`src/rtl/sd_dat_scheduler.sv`:
```
// Round-robin scheduler sharing the SD DAT physical controller between DMA (req 0) and CPU (req 1).
// Latency: 2 cycles request-to-strobe; stalls in ACK until complete drops. Requests wait while busy (no preemption).
module sd_dat_scheduler #(
    parameter int          MAX_RETRY   = 2,
    parameter logic [15:0] TIMEOUT_MIN = 16'd16
) (
    input  logic        sd_clock,
    input  logic        reset,
    input  logic [1:0]  req_valid,
    input  logic [1:0]  req_write,
    input  logic [7:0]  req_blocks,
    input  logic [1:0]  req_multiple,
    input  logic [15:0] timeout_cfg,
    output logic [1:0]  grant,
    output logic [1:0]  done,
    output logic [1:0]  error,
    output logic        busy,
    input  logic        phys_serial_ready,
    input  logic        phys_complete,
    input  logic        phys_timeout,
    output logic        phys_strobe,
    output logic        phys_ack,
    output logic        phys_idle,
    output logic        phys_write,
    output logic [3:0]  phys_blocks,
    output logic        phys_multiple,
    output logic [15:0] phys_timeout_reg
);

    typedef enum logic [2:0] {
        IDLE, LOAD, STROBE, WAIT_DONE, ACK, RELEASE, ABORT, RETRY_WAIT
    } state_t;

    localparam logic [1:0] LP_MAX_RETRY = 2'(MAX_RETRY);

    state_t      r_state;
    logic        r_sel;
    logic        r_last_grant;
    logic [1:0]  r_retry_cnt;

    logic        w_win;
    logic [3:0]  w_win_blocks;
    logic [1:0]  w_win_mask;
    logic [1:0]  w_sel_mask;
    logic [15:0] w_timeout_clamped;

    // With both valid, the requester that did not win last time goes next.
    always_comb begin
        w_win             = (req_valid == 2'b11) ? ~r_last_grant : req_valid[1];
        w_win_blocks      = w_win ? req_blocks[7:4] : req_blocks[3:0];
        w_win_mask        = w_win ? 2'b10 : 2'b01;
        w_sel_mask        = r_sel ? 2'b10 : 2'b01;
        w_timeout_clamped = (timeout_cfg < TIMEOUT_MIN) ? TIMEOUT_MIN : timeout_cfg;
    end

    // Output registers are loaded on the edge that enters the state they belong to,
    // so each pulse lines up with its state cycle.
    always_ff @(posedge sd_clock) begin
        if (reset) begin
            r_state          <= IDLE;
            r_sel            <= 1'b0;
            r_last_grant     <= 1'b1;
            r_retry_cnt      <= 2'd0;
            grant            <= 2'b00;
            done             <= 2'b00;
            error            <= 2'b00;
            busy             <= 1'b0;
            phys_strobe      <= 1'b0;
            phys_ack         <= 1'b0;
            phys_idle        <= 1'b0;
            phys_write       <= 1'b0;
            phys_blocks      <= 4'd0;
            phys_multiple    <= 1'b0;
            phys_timeout_reg <= 16'd0;
        end else begin
            grant       <= 2'b00;
            done        <= 2'b00;
            error       <= 2'b00;
            phys_strobe <= 1'b0;
            phys_idle   <= 1'b0;

            case (r_state)
                IDLE: begin
                    if ((|req_valid) && phys_serial_ready) begin
                        r_state          <= LOAD;
                        r_sel            <= w_win;
                        r_last_grant     <= w_win;
                        r_retry_cnt      <= 2'd0;
                        busy             <= 1'b1;
                        grant            <= w_win_mask;
                        phys_write       <= req_write[w_win];
                        phys_blocks      <= w_win_blocks;
                        phys_multiple    <= req_multiple[w_win];
                        phys_timeout_reg <= w_timeout_clamped;
                        if (w_win_blocks == 4'd0)
                            error <= w_win_mask;
                    end
                end
                LOAD: begin
                    if (phys_blocks == 4'd0) begin
                        r_state <= IDLE;
                        busy    <= 1'b0;
                    end else begin
                        r_state     <= STROBE;
                        phys_strobe <= 1'b1;
                    end
                end
                STROBE: r_state <= WAIT_DONE;
                WAIT_DONE: begin
                    if (phys_complete) begin
                        r_state  <= ACK;
                        phys_ack <= 1'b1;
                    end else if (phys_timeout) begin
                        r_state   <= ABORT;
                        phys_idle <= 1'b1;
                        if (r_retry_cnt >= LP_MAX_RETRY)
                            error <= w_sel_mask;
                    end
                end
                ACK: begin
                    if (!phys_complete) begin
                        r_state  <= RELEASE;
                        phys_ack <= 1'b0;
                        done     <= w_sel_mask;
                    end
                end
                RELEASE: begin
                    r_state <= IDLE;
                    busy    <= 1'b0;
                end
                ABORT: begin
                    if (r_retry_cnt < LP_MAX_RETRY) begin
                        r_state     <= RETRY_WAIT;
                        r_retry_cnt <= r_retry_cnt + 2'd1;
                    end else begin
                        r_state <= IDLE;
                        busy    <= 1'b0;
                    end
                end
                RETRY_WAIT: begin
                    if (phys_serial_ready && !phys_timeout) begin
                        r_state     <= STROBE;
                        phys_strobe <= 1'b1;
                    end
                end
                default: begin
                    r_state <= IDLE;
                    busy    <= 1'b0;
                end
            endcase
        end
    end

endmodule

```
`config.mk`:
```
export PLATFORM = sky130hd
export DESIGN_NAME = sd_dat_scheduler
export DESIGN_NICKNAME = d
export VERILOG_FILES = /design/src/rtl/sd_dat_scheduler.sv
export SDC_FILE = /design/constraint.sdc
export NUM_CORES = 1
export LEC_CHECK = 0
export CAP_MARGIN = 15
export CORE_UTILIZATION = 41
export DETAILED_ROUTE_END_ITERATION = 16
export DONT_BUFFER_PORTS = 1
export GPL_TIMING_DRIVEN = 0
export SLEW_MARGIN = 40
export SYNTH_ARGS = -nofsm -noshare
export SYNTH_HDL_FRONTEND = slang
export SYNTH_SLANG_ARGS = --single-unit
```
`constraint.sdc`:
```
create_clock -name sd_clock -period 1.6 [get_ports sd_clock]
set_input_delay 0.4 -clock sd_clock [delete_from_list [all_inputs] [get_ports sd_clock]]
set_output_delay 0.4 -clock sd_clock [all_outputs]
set_load 0.05 [all_outputs]
```
==> summary.txt <==
Drt
  – Via count: 1391
  – 1st-iter DRT viols: 88
  – Post-route ant nets: 0
  – DRT Pass-1 Iters: 4
  – Final wirelength: just over 4 mm
  – Via/cell ratio: about 5.6
  – DR DRC count: 0
  – Routed WL per cell: approximately 16 µm

Critical path
  – Crit Path Max Fanout: 10
  – Crit path DAT: around 1.7 ns
  – Startpoint Class: flop
  – Crit. End Element: flop
  – Crit path required time: between 1.5 and 2 ns
  – Critical path class: reg -> reg

Synthesis
  – Compound-cell area share of the yosys netlist: about a fifth
  – Fraction of the mapped netlist area in adder cells: 0%
  – Synth Net Count: about 230
  – Largest family of logic cells by synthesized area: simple AND/OR/NAND/NOR gates
  – Seq/Total Area, Yosys: a little under half
  – Synth Warn #: 0
  – Cell variety after synth: 36
  – Primary FF master, synth: dfxtp_1
  – Syn_area_per_cell: 8.56 µm²
  – Cells taking the most area after synthesis: dfxtp_1 (48%), nand2_1 (7.3%), a21oi_1 (7.0%)
  – Netlist Area Pre-Place: about 1600 µm²
  – Leading area contributor after synthesis: dfxtp_1
  – #FFs+latches synth: 39
  – Syn Inst Count: 192
  – Post-Synth XOR/XNOR Area: 0%
  – Mux contribution to synthesized area: 3.66%
  – EDFF count, synth: 0
  – Fraction of registers with async set/reset: 0%
  – Simple logic cell fraction of the synthesized area: about a quarter
  – Top cell type's share of synthesized area: a little under half

Die
  – Initial core utilization: 43.9%
  – Die width: around 65 µm
  – Top Ports: 67
  – Total core area: between 3000 and 4000 µm²
  – Cell row count: 22
  – Die ar.: 4260 µm²
  – Chip height: ~65 µm

Timing
  – Unrepaired setup endpoints after global routing: no
  – Post-layout min period: around 1.4 ns
  – Slew headroom: between 50 and 60%
  – Final hold violations: 0
  – Setup TNS: 0 ns
  – Worst Setup Slack, final: approximately 0.17 ns
  – Slew Limit Fails: 0
  – Setup violators final: 0
  – Slew @ Worst Pin: about 0.64 ns
  – Worst Clk Skew: about 0.0035 ns
  – Max Clk Rate: 697 MHz
  – Fin crit share: about nine tenths

Placed design
  – Pre-CTS setup slack: between 0.02 and 0.03 ns
  – Placed Cells: 240
  – GPL Wtd Cong: around 0.88
  – DP HPWL: 3.05 mm
  – IO Port Bufs: 0

Power and ir drop
  – LEAKAGE: 0.630 nW
  – PD cells: between 1000 and 1500 nW/µm²
  – Power after layout: ~0.0023 W
  – Peak VDD IR: between 900 and 1000 µV

Clocking
  – CTS Buf Count: 5
  – CTS H-Tree Depth: 2
  – Root Buffer: clkbuf_8
  – CTS tree: yes
  – Clock Latency Late Sink: roughly 0.29 ns
  – Reg clk slew, reported paths: 0.08 ns
  – Max Root-Sink Buffers: 2
  – Clk sinks: 39
  – Post-CTS Setup Repair Bufs: 0

Finish
  – Fraction of layout cells with a size suffix above 1: approximately 14%
  – Largest register FFs: 16
  – P&R area growth vs syn: 11.1%
  – # diodes: 0
  – Post-Layout Cell Count: around 250
  – Layout Nets: 234

Global routing
  – First-pass GRT wire length: about 6.5 mm
  – Largest net degree at the start of global routing: 15
  – Vias in the first global route: approximately 1300
  – Initial antenna violation count: 0
  – GRT overflow: 0
  – Global Route Usage Sum: roughly 20%

Run
  – Total of max-cap violations: 0

Worst hold path
  – Min-Delay Path Class: in -> reg

Status
  – Status: finished clean
[synth_stat cells (all sizes together) (2+ instances only)]
cell    instances
nor3            8
o21ai           5
mux2i           6
a21oi          23
nand2b          2
inv             6
clkbuf          3
nand3b          5
or4             2
nand2          32
nor2b           2
buf            10
nor2           20
dfxtp          39
nor4            7
a211oi          7
[per-layer routing]
metal	routed length, µm	global-route usage (%)	vias up	part of all wire, %
met3	309	7.29	5	7.7
met4	43	6.79	0	1.1
met2	1970	31.7	51	49
li1	-	-	687	-
met1	1720	26.1	648	43
met5	0	0	-	0
[critical path, stage by stage (launching register included)]
cell and delay (ns):
dfxtp_1 0.31, buf_2 0.17, nor2_4 0.14, o2111a_2 0.25, buf_2 0.24, nand2_1 0.09
a21oi_1 0.15
[layout by cell type, fill, tap and decap left out, types with 2 or more instances in the layout]
| master | n |
|---|---|
| a211oi_1 | 2 |
| a211oi_2 | 5 |
| a21oi_1 | 23 |
| buf_2 | 5 |
| buf_4 | 4 |
| clkbuf_1 | 3 |
| clkbuf_8 | 5 |
| dfxtp_1 | 39 |
| inv_1 | 5 |
| mux2i_1 | 6 |
| nand2_1 | 32 |
| nand2b_1 | 2 |
| nand3b_1 | 5 |
| nor2_1 | 19 |
| nor2b_1 | 2 |
| nor3_1 | 8 |
| nor4_1 | 6 |
| o21ai_0 | 5 |
| or4_1 | 2 |
[metrics by stage]
stage                     util (%)  hold slack [ns]  area [µm²]
final                         48.8            0.184        1830
after global routing          48.8            0.167        1830
after CTS                     48.6            0.171        1820
after detailed placement      45.5            0.469        1700
after global placement        45.5            0.454        1700
after floorplan                  -            0.426        1640
[kinds of logic (layout without fill, tap and decap cells)]
kind of cell / Yosys count / count (layout)
buf+inv: 19 / 27
simple gates: 82 / 82
mux: 6 / 6
compound gates: 46 / 46
flops: 39 / 39
[report_power, final]
| group | internal, W | total (W) | switching (W) |
|---|---|---|---|
| sequential | 0.00103 | 0.00125 | 0.000224 |
| combinational | 0.000101 | 0.000263 | 0.000162 |
| clock | 0.000472 | 0.000828 | 0.000356 |
| total | 0.00160 | 0.00235 | 0.000741 |
[worst paths after layout]
path         depth (start not counted)                 startpoint  slack, ns                                end
max                                  6    r_state[0]$_SDFFE_PP0P_       0.17  phys_timeout_reg[10]$_SDFFE_PP0P_
min                                  1              phys_complete       0.18               phys_idle$_SDFF_PP0_
max reg2reg                          6    r_state[0]$_SDFFE_PP0P_       0.17  phys_timeout_reg[10]$_SDFFE_PP0P_
min reg2reg                          2  r_last_grant$_SDFFE_PP1P_       0.49          r_last_grant$_SDFFE_PP1P_
[repair_timing]
action | CTS | global route
setup endpoints to repair | 0 | 3
hold buffers | 0 | 0
resized for setup | 0 | 1
[area by class of cell]
cell class	count	area, µm²
Buffer	13	70.1
Fill cell	396	1920
Sequential cell	39	781
Multi-Input combinational cell	134	776
Tap cell	48	60.1
Inverter	6	22.5
Clock inverter	3	47.5
Clock buffer	5	68.8
Note: power is estimated with default switching activity, not from simulation.
